<file path="src/rtl/ann_pkg.sv">
// Shared types and default sizing for the MNIST output stage.
// Used by ann_argmax_classifier and the neuron-array top.
package ann_pkg;

    localparam int NUM_CLASSES_DEF = 10;
    localparam int SCORE_W_DEF     = 16;
    localparam int IDX_W_DEF       = 4;

    typedef enum logic [0:0] {
        ACCUM = 1'b0,
        HOLD  = 1'b1
    } state_t;

    typedef struct packed {
        logic [IDX_W_DEF-1:0]   cls;
        logic [SCORE_W_DEF-1:0] score;
        logic                   err;
    } result_t;

endpackage

</file>
<file path="src/rtl/ann_max_tracker.sv">
// Combinational compare for the running {max, runner-up} pair.
// take_max wins over take_run; ties never displace the lower index.
module ann_max_tracker #(
    parameter int SCORE_W = 16
) (
    input  logic               is_first,
    input  logic               is_second,
    input  logic [SCORE_W-1:0] score,
    input  logic [SCORE_W-1:0] max_score,
    input  logic [SCORE_W-1:0] run_score,
    output logic               take_max,
    output logic               take_run
);

    assign take_max = is_first || (score > max_score);
    assign take_run = !take_max && (is_second || (score > run_score));

endmodule

</file>
<file path="src/rtl/ann_argmax_classifier.sv">
// Serial argmax over one frame of NUM_CLASSES activations, result held until accepted.
// Optional runner-up class and margin outputs when ARGMAX_RUNNERUP_EN is defined.
//   state | meaning
//   ACCUM | accepting score beats, tracking running max
//   HOLD  | result presented on out_*, waiting for out_ready
module ann_argmax_classifier
    import ann_pkg::*;
#(
    parameter int NUM_CLASSES = NUM_CLASSES_DEF,
    parameter int SCORE_W     = SCORE_W_DEF,
    parameter int IDX_W       = IDX_W_DEF
) (
    input  logic               clk,
    input  logic               rst,
    input  logic               in_valid,
    output logic               in_ready,
    input  logic [SCORE_W-1:0] in_score,
    input  logic               in_last,
    output logic               out_valid,
    input  logic               out_ready,
    output logic [IDX_W-1:0]   out_class,
    output logic [SCORE_W-1:0] out_score,
    output logic               out_err
`ifdef ARGMAX_RUNNERUP_EN
    ,
    output logic [IDX_W-1:0]   out_second_class,
    output logic [SCORE_W-1:0] out_margin
`endif
);

    localparam logic [IDX_W-1:0] LAST_IDX = IDX_W'(NUM_CLASSES - 1);

    state_t             state, state_nxt;
    logic [IDX_W-1:0]   cnt;
    logic [SCORE_W-1:0] max_score, max_score_nxt;
    logic [IDX_W-1:0]   max_class, max_class_nxt;
    logic               accept, at_limit, frame_end;
    logic               take_max, take_run;
    logic [SCORE_W-1:0] run_score;
    logic               is_second;

    // in_ready is derived from state directly to keep accept free of the FSM comb block
    assign accept    = in_valid && (state == ACCUM);
    assign at_limit  = (cnt == LAST_IDX);
    assign frame_end = accept && (in_last || at_limit);

    ann_max_tracker #(.SCORE_W(SCORE_W)) u_tracker (
        .is_first  (cnt == '0),
        .is_second (is_second),
        .score     (in_score),
        .max_score (max_score),
        .run_score (run_score),
        .take_max  (take_max),
        .take_run  (take_run)
    );

    assign max_score_nxt = take_max ? in_score : max_score;
    assign max_class_nxt = take_max ? cnt : max_class;

    always_ff @(posedge clk or posedge rst) begin
        if (rst) state <= ACCUM;
        else     state <= state_nxt;
    end

    always_comb begin
        state_nxt = state;
        in_ready  = 1'b0;
        out_valid = 1'b0;
        case (state)
            ACCUM: begin
                in_ready = 1'b1;
                if (frame_end) state_nxt = HOLD;
            end
            HOLD: begin
                out_valid = 1'b1;
                if (out_ready) state_nxt = ACCUM;
            end
            default: state_nxt = ACCUM;
        endcase
    end

    always_ff @(posedge clk or posedge rst) begin
        if (rst) begin
            cnt       <= '0;
            max_score <= '0;
            max_class <= '0;
            out_class <= '0;
            out_score <= '0;
            out_err   <= 1'b0;
        end else if (accept) begin
            max_score <= max_score_nxt;
            max_class <= max_class_nxt;
            if (frame_end) begin
                cnt       <= '0;
                out_class <= max_class_nxt;
                out_score <= max_score_nxt;
                out_err   <= in_last ^ at_limit;
            end else begin
                cnt <= cnt + 1'b1;
            end
        end
    end

`ifdef ARGMAX_RUNNERUP_EN
    logic [IDX_W-1:0]   run_class, run_class_nxt;
    logic [SCORE_W-1:0] run_score_nxt;

    assign is_second = (cnt == IDX_W'(1));

    // First beat seeds the runner-up with itself so a 1-beat frame reports margin 0
    always_comb begin
        run_score_nxt = run_score;
        run_class_nxt = run_class;
        if (cnt == '0) begin
            run_score_nxt = in_score;
            run_class_nxt = '0;
        end else if (take_max) begin
            run_score_nxt = max_score;
            run_class_nxt = max_class;
        end else if (take_run) begin
            run_score_nxt = in_score;
            run_class_nxt = cnt;
        end
    end

    always_ff @(posedge clk or posedge rst) begin
        if (rst) begin
            run_score        <= '0;
            run_class        <= '0;
            out_second_class <= '0;
            out_margin       <= '0;
        end else if (accept) begin
            run_score <= run_score_nxt;
            run_class <= run_class_nxt;
            if (frame_end) begin
                out_second_class <= run_class_nxt;
                out_margin       <= max_score_nxt - run_score_nxt;
            end
        end
    end
`else
    logic take_run_unused;

    assign run_score       = '0;
    assign is_second       = 1'b0;
    assign take_run_unused = take_run;
`endif

endmodule

</file>
<file path="config.mk">
export PLATFORM = sky130hd
export DESIGN_NAME = ann_argmax_classifier
export DESIGN_NICKNAME = d
export VERILOG_FILES = /design/src/rtl/ann_pkg.sv /design/src/rtl/ann_max_tracker.sv /design/src/rtl/ann_argmax_classifier.sv
export SDC_FILE = /design/constraint.sdc
export NUM_CORES = 1
export LEC_CHECK = 0
export BUFFER_PORTS_ARGS = -buffer_cell sky130_fd_sc_hd__buf_2
export CAP_MARGIN = 30
export CORE_MARGIN = 2
export CORE_UTILIZATION = 45
export CTS_CLUSTER_SIZE = 10
export DETAILED_ROUTE_END_ITERATION = 7
export PLACE_DENSITY = 0.65
export SETUP_SLACK_MARGIN = 0.5
export SYNTH_ARGS = -nofsm -noshare
export SYNTH_HDL_FRONTEND = slang
export SYNTH_SLANG_ARGS = --single-unit
</file>
<file path="constraint.sdc">
create_clock -name clk -period 6 [get_ports clk]
set_input_delay 0.9 -clock clk [delete_from_list [all_inputs] [get_ports clk]]
set_output_delay 0.9 -clock clk [all_outputs]
set_load 0.02 [all_outputs]
</file>
==> metrics.txt <==
horizontal die dimension=between 70 and 80 um; worst-case setup slack after placement=approximately 2.2 ns; sum of internal, switching and leakage power=1.61 mW; floorplan row count=27; power per standard cell area=about 540 nW/um2; routed length per instance=between 10 and 15 um; average cell area after synthesis=10.0 um2; core utilization of the finished layout=0.541; Crit path required time=6.19 ns; remaining routing DRC violations=0; post-route antenna net violation count=0; largest incremental delay on the critical path=about 0.62 ns; highest ir drop seen on vdd=0.201 mV; Hold Fails Final Rpt=0; hold crit path type=reg -> reg; number of I/O pins=44; number of antenna violations at the first check in global routing=0; number of synthesized flops with an enable pin=0; Worst path top cell family by delay=compound AO/OA/AOI/OAI gates; total global routing overflow=0; Final #Nets=around 330; area inside the core boundary=roughly 5500 um2; capturing element type of the critical path=flip-flop; post-synthesis cell area=roughly 2500 um2; Data arrival, critical path=about 3.6 ns; most common library cell in the layout ignoring fill and taps=dfrtp_1; FFs w/ async S/R, synth=1.00; Crit Path Max Fanout=21; part of the cycle the worst path needs=0.574; sequential area share after synthesis=0.453; number of failing setup endpoints in the final timing report=0; top cells by area in the synthesized netlist=dfrtp_1, mux2_4, ha_1; root buffer cell=clkbuf_8; Synth area leader=dfrtp_1; Layout Cells excl Fill=365; number of global-route vias before repair=~1900; floorplan die area=between 6000 and 7000 um2; clock buffers created by TritonCTS=5; startpoint type of the worst setup path=input pin; max-slew violation count=0; transition time at the pin with the least slew margin=0.932 ns; placed wire-length estimate=3730 um; wire length of the first global-routing pass=9140 um; post-cts resize count=0; Peak Freq=290 MHz; Total Wirelength=5430 um; Starting Density=0.464; maximum clock insertion buffer count=2; area share of the largest cell type after synthesis=0.453; final worst hold slack=a little under 0.5 ns; final period demand of the worst path=3.44 ns; pin count of the biggest net entering global routing=40; Final Skew=roughly 0.0072 ns; area added between synthesis and finish=16.6%; Yosys Warn Count=0; Post-Syn Nets=about 290; post-CTS setup buffer count=0; number of port buffers=between 40 and 50; Mapped Cells=approximately 250; height of the die=between 70 and 80 um; result of the run=completed; Total Negative Setup Slacks=0 ns; setup repair after global routing missed its margin=no; CTS Hold Bufs=0; critical path cell sequence=buf_2, ha_1, nand4_2, nor4_2, nand4_1, o31a_2, o21ai_2, buf_4, mux2_4; worst setup slack after layout=~2.6 ns; worst setup path category=in -> reg; first-iteration detailed-routing DRC count=110; slowest stage cell on the critical path=o21ai_2; total iterations of the first detailed-routing run=4; max-cap viol count=0; fraction of layout cells with a size suffix above 1=0.270; clock-pin slew on the worst setup and hold paths=0.09 ns; leakage power figure=between 1 and 1.5 nW; dominant register cell in the synthesized netlist=dfrtp_1; most frequent cells in the layout=dfrtp_1, buf_2, a21oi_1; CP Buf/Inv Count=2; CTS tree=yes; GRT Total Usage=0.187; number of synthesized register bits=46; via count=about 2000; n_diodes=0; H-Tree Depth=2; cell area after placement=between 2000 and 3000 um2; post-route standard cell area excluding fillers=2960 um2; later-pin clock latency in the skew report=0.30 ns; final weighted congestion of routability-driven global placement=between 0.7 and 0.8; number of cells after detailed placement=~360; number of vias per cell after detailed routing=5.39; worst slew slack as a fraction of its limit=0.378; number of unique standard cell types used by synthesis=30; # clock sinks=between 40 and 50
-- kinds of logic (layout without fill, tap and decap cells) --
group,after synthesis,count (layout),share of synthesized area
adders and majority gates,20,20,0.0985
and+or+nand+nor,52,52,0.0970
DFF,46,46,0.453
muxes,18,18,0.106
AOI/OAI and AO/OA,82,82,0.186
buffers and inverters,35,75,0.0586
-- cell usage after synthesis (3+ instances only) --
library cell   n
nor2_1        23
nand3_1        5
a21oi_1       29
mux2_4        18
clkbuf_1      10
ha_1          20
dfrtp_1       46
a31oi_1       18
inv_1         21
a22o_1         3
o21ai_0       24
nand2_1       11
-- power breakdown --
part | switching (mW) | internal (mW) | total, mW
logic | 0.462 | 0.321 | 0.783
clock network | 0.108 | 0.167 | 0.275
registers | 0.100 | 0.454 | 0.554
total | 0.671 | 0.942 | 1.61
-- sequential cells by signal, indices dropped and copies added, names as in the netlist --
register and cells:
out_err 1, max_class 4, state 1, out_class 4, max_score 16, cnt 4
out_score 16
-- worst min-delay path: cells and delay by family (launching register included) --
kind	cells	cell delay, ns
flip-flops	1	0.35
AND/OR/NAND/NOR	2	0.11
-- layer usage --
layer,global-route usage,up-vias,wire [um]
met3,0.0398,4,249
met1,0.257,942,2610
met4,0.0552,0,49
met5,0,-,0
met2,0.297,47,2520
li1,-,975,-
-- cell type report --
| cell class | instances | area, um2 |
|---|---|---|
| clock inverter | 3 | 68.8 |
| multi-input combinational | 172 | 1250 |
| sequential | 46 | 1150 |
| inverter | 21 | 78.8 |
| fill | 512 | 2510 |
| clock buffer | 5 | 68.8 |
| tap | 72 | 90.1 |
| timing repair buffer | 46 | 250 |
-- worst paths after layout --
kind                                      startpoint                  endpoint  slack (ns)  cells after the start
min in group asynchronous                        rst  max_score[3]$_DFFE_PP0P_        0.49                      2
min                              out_err$_DFFE_PP0P_       out_err$_DFFE_PP0P_        0.48                      2
max reg2reg                max_score[15]$_DFFE_PP0P_  max_score[8]$_DFFE_PP0P_        2.84                      9
max                                     in_score[15]  max_score[8]$_DFFE_PP0P_        2.56                      9
max in group asynchronous                        rst  max_score[9]$_DFFE_PP0P_        5.05                      3
min reg2reg                      out_err$_DFFE_PP0P_       out_err$_DFFE_PP0P_        0.48                      2
Note: power is estimated with default switching activity, not from simulation.
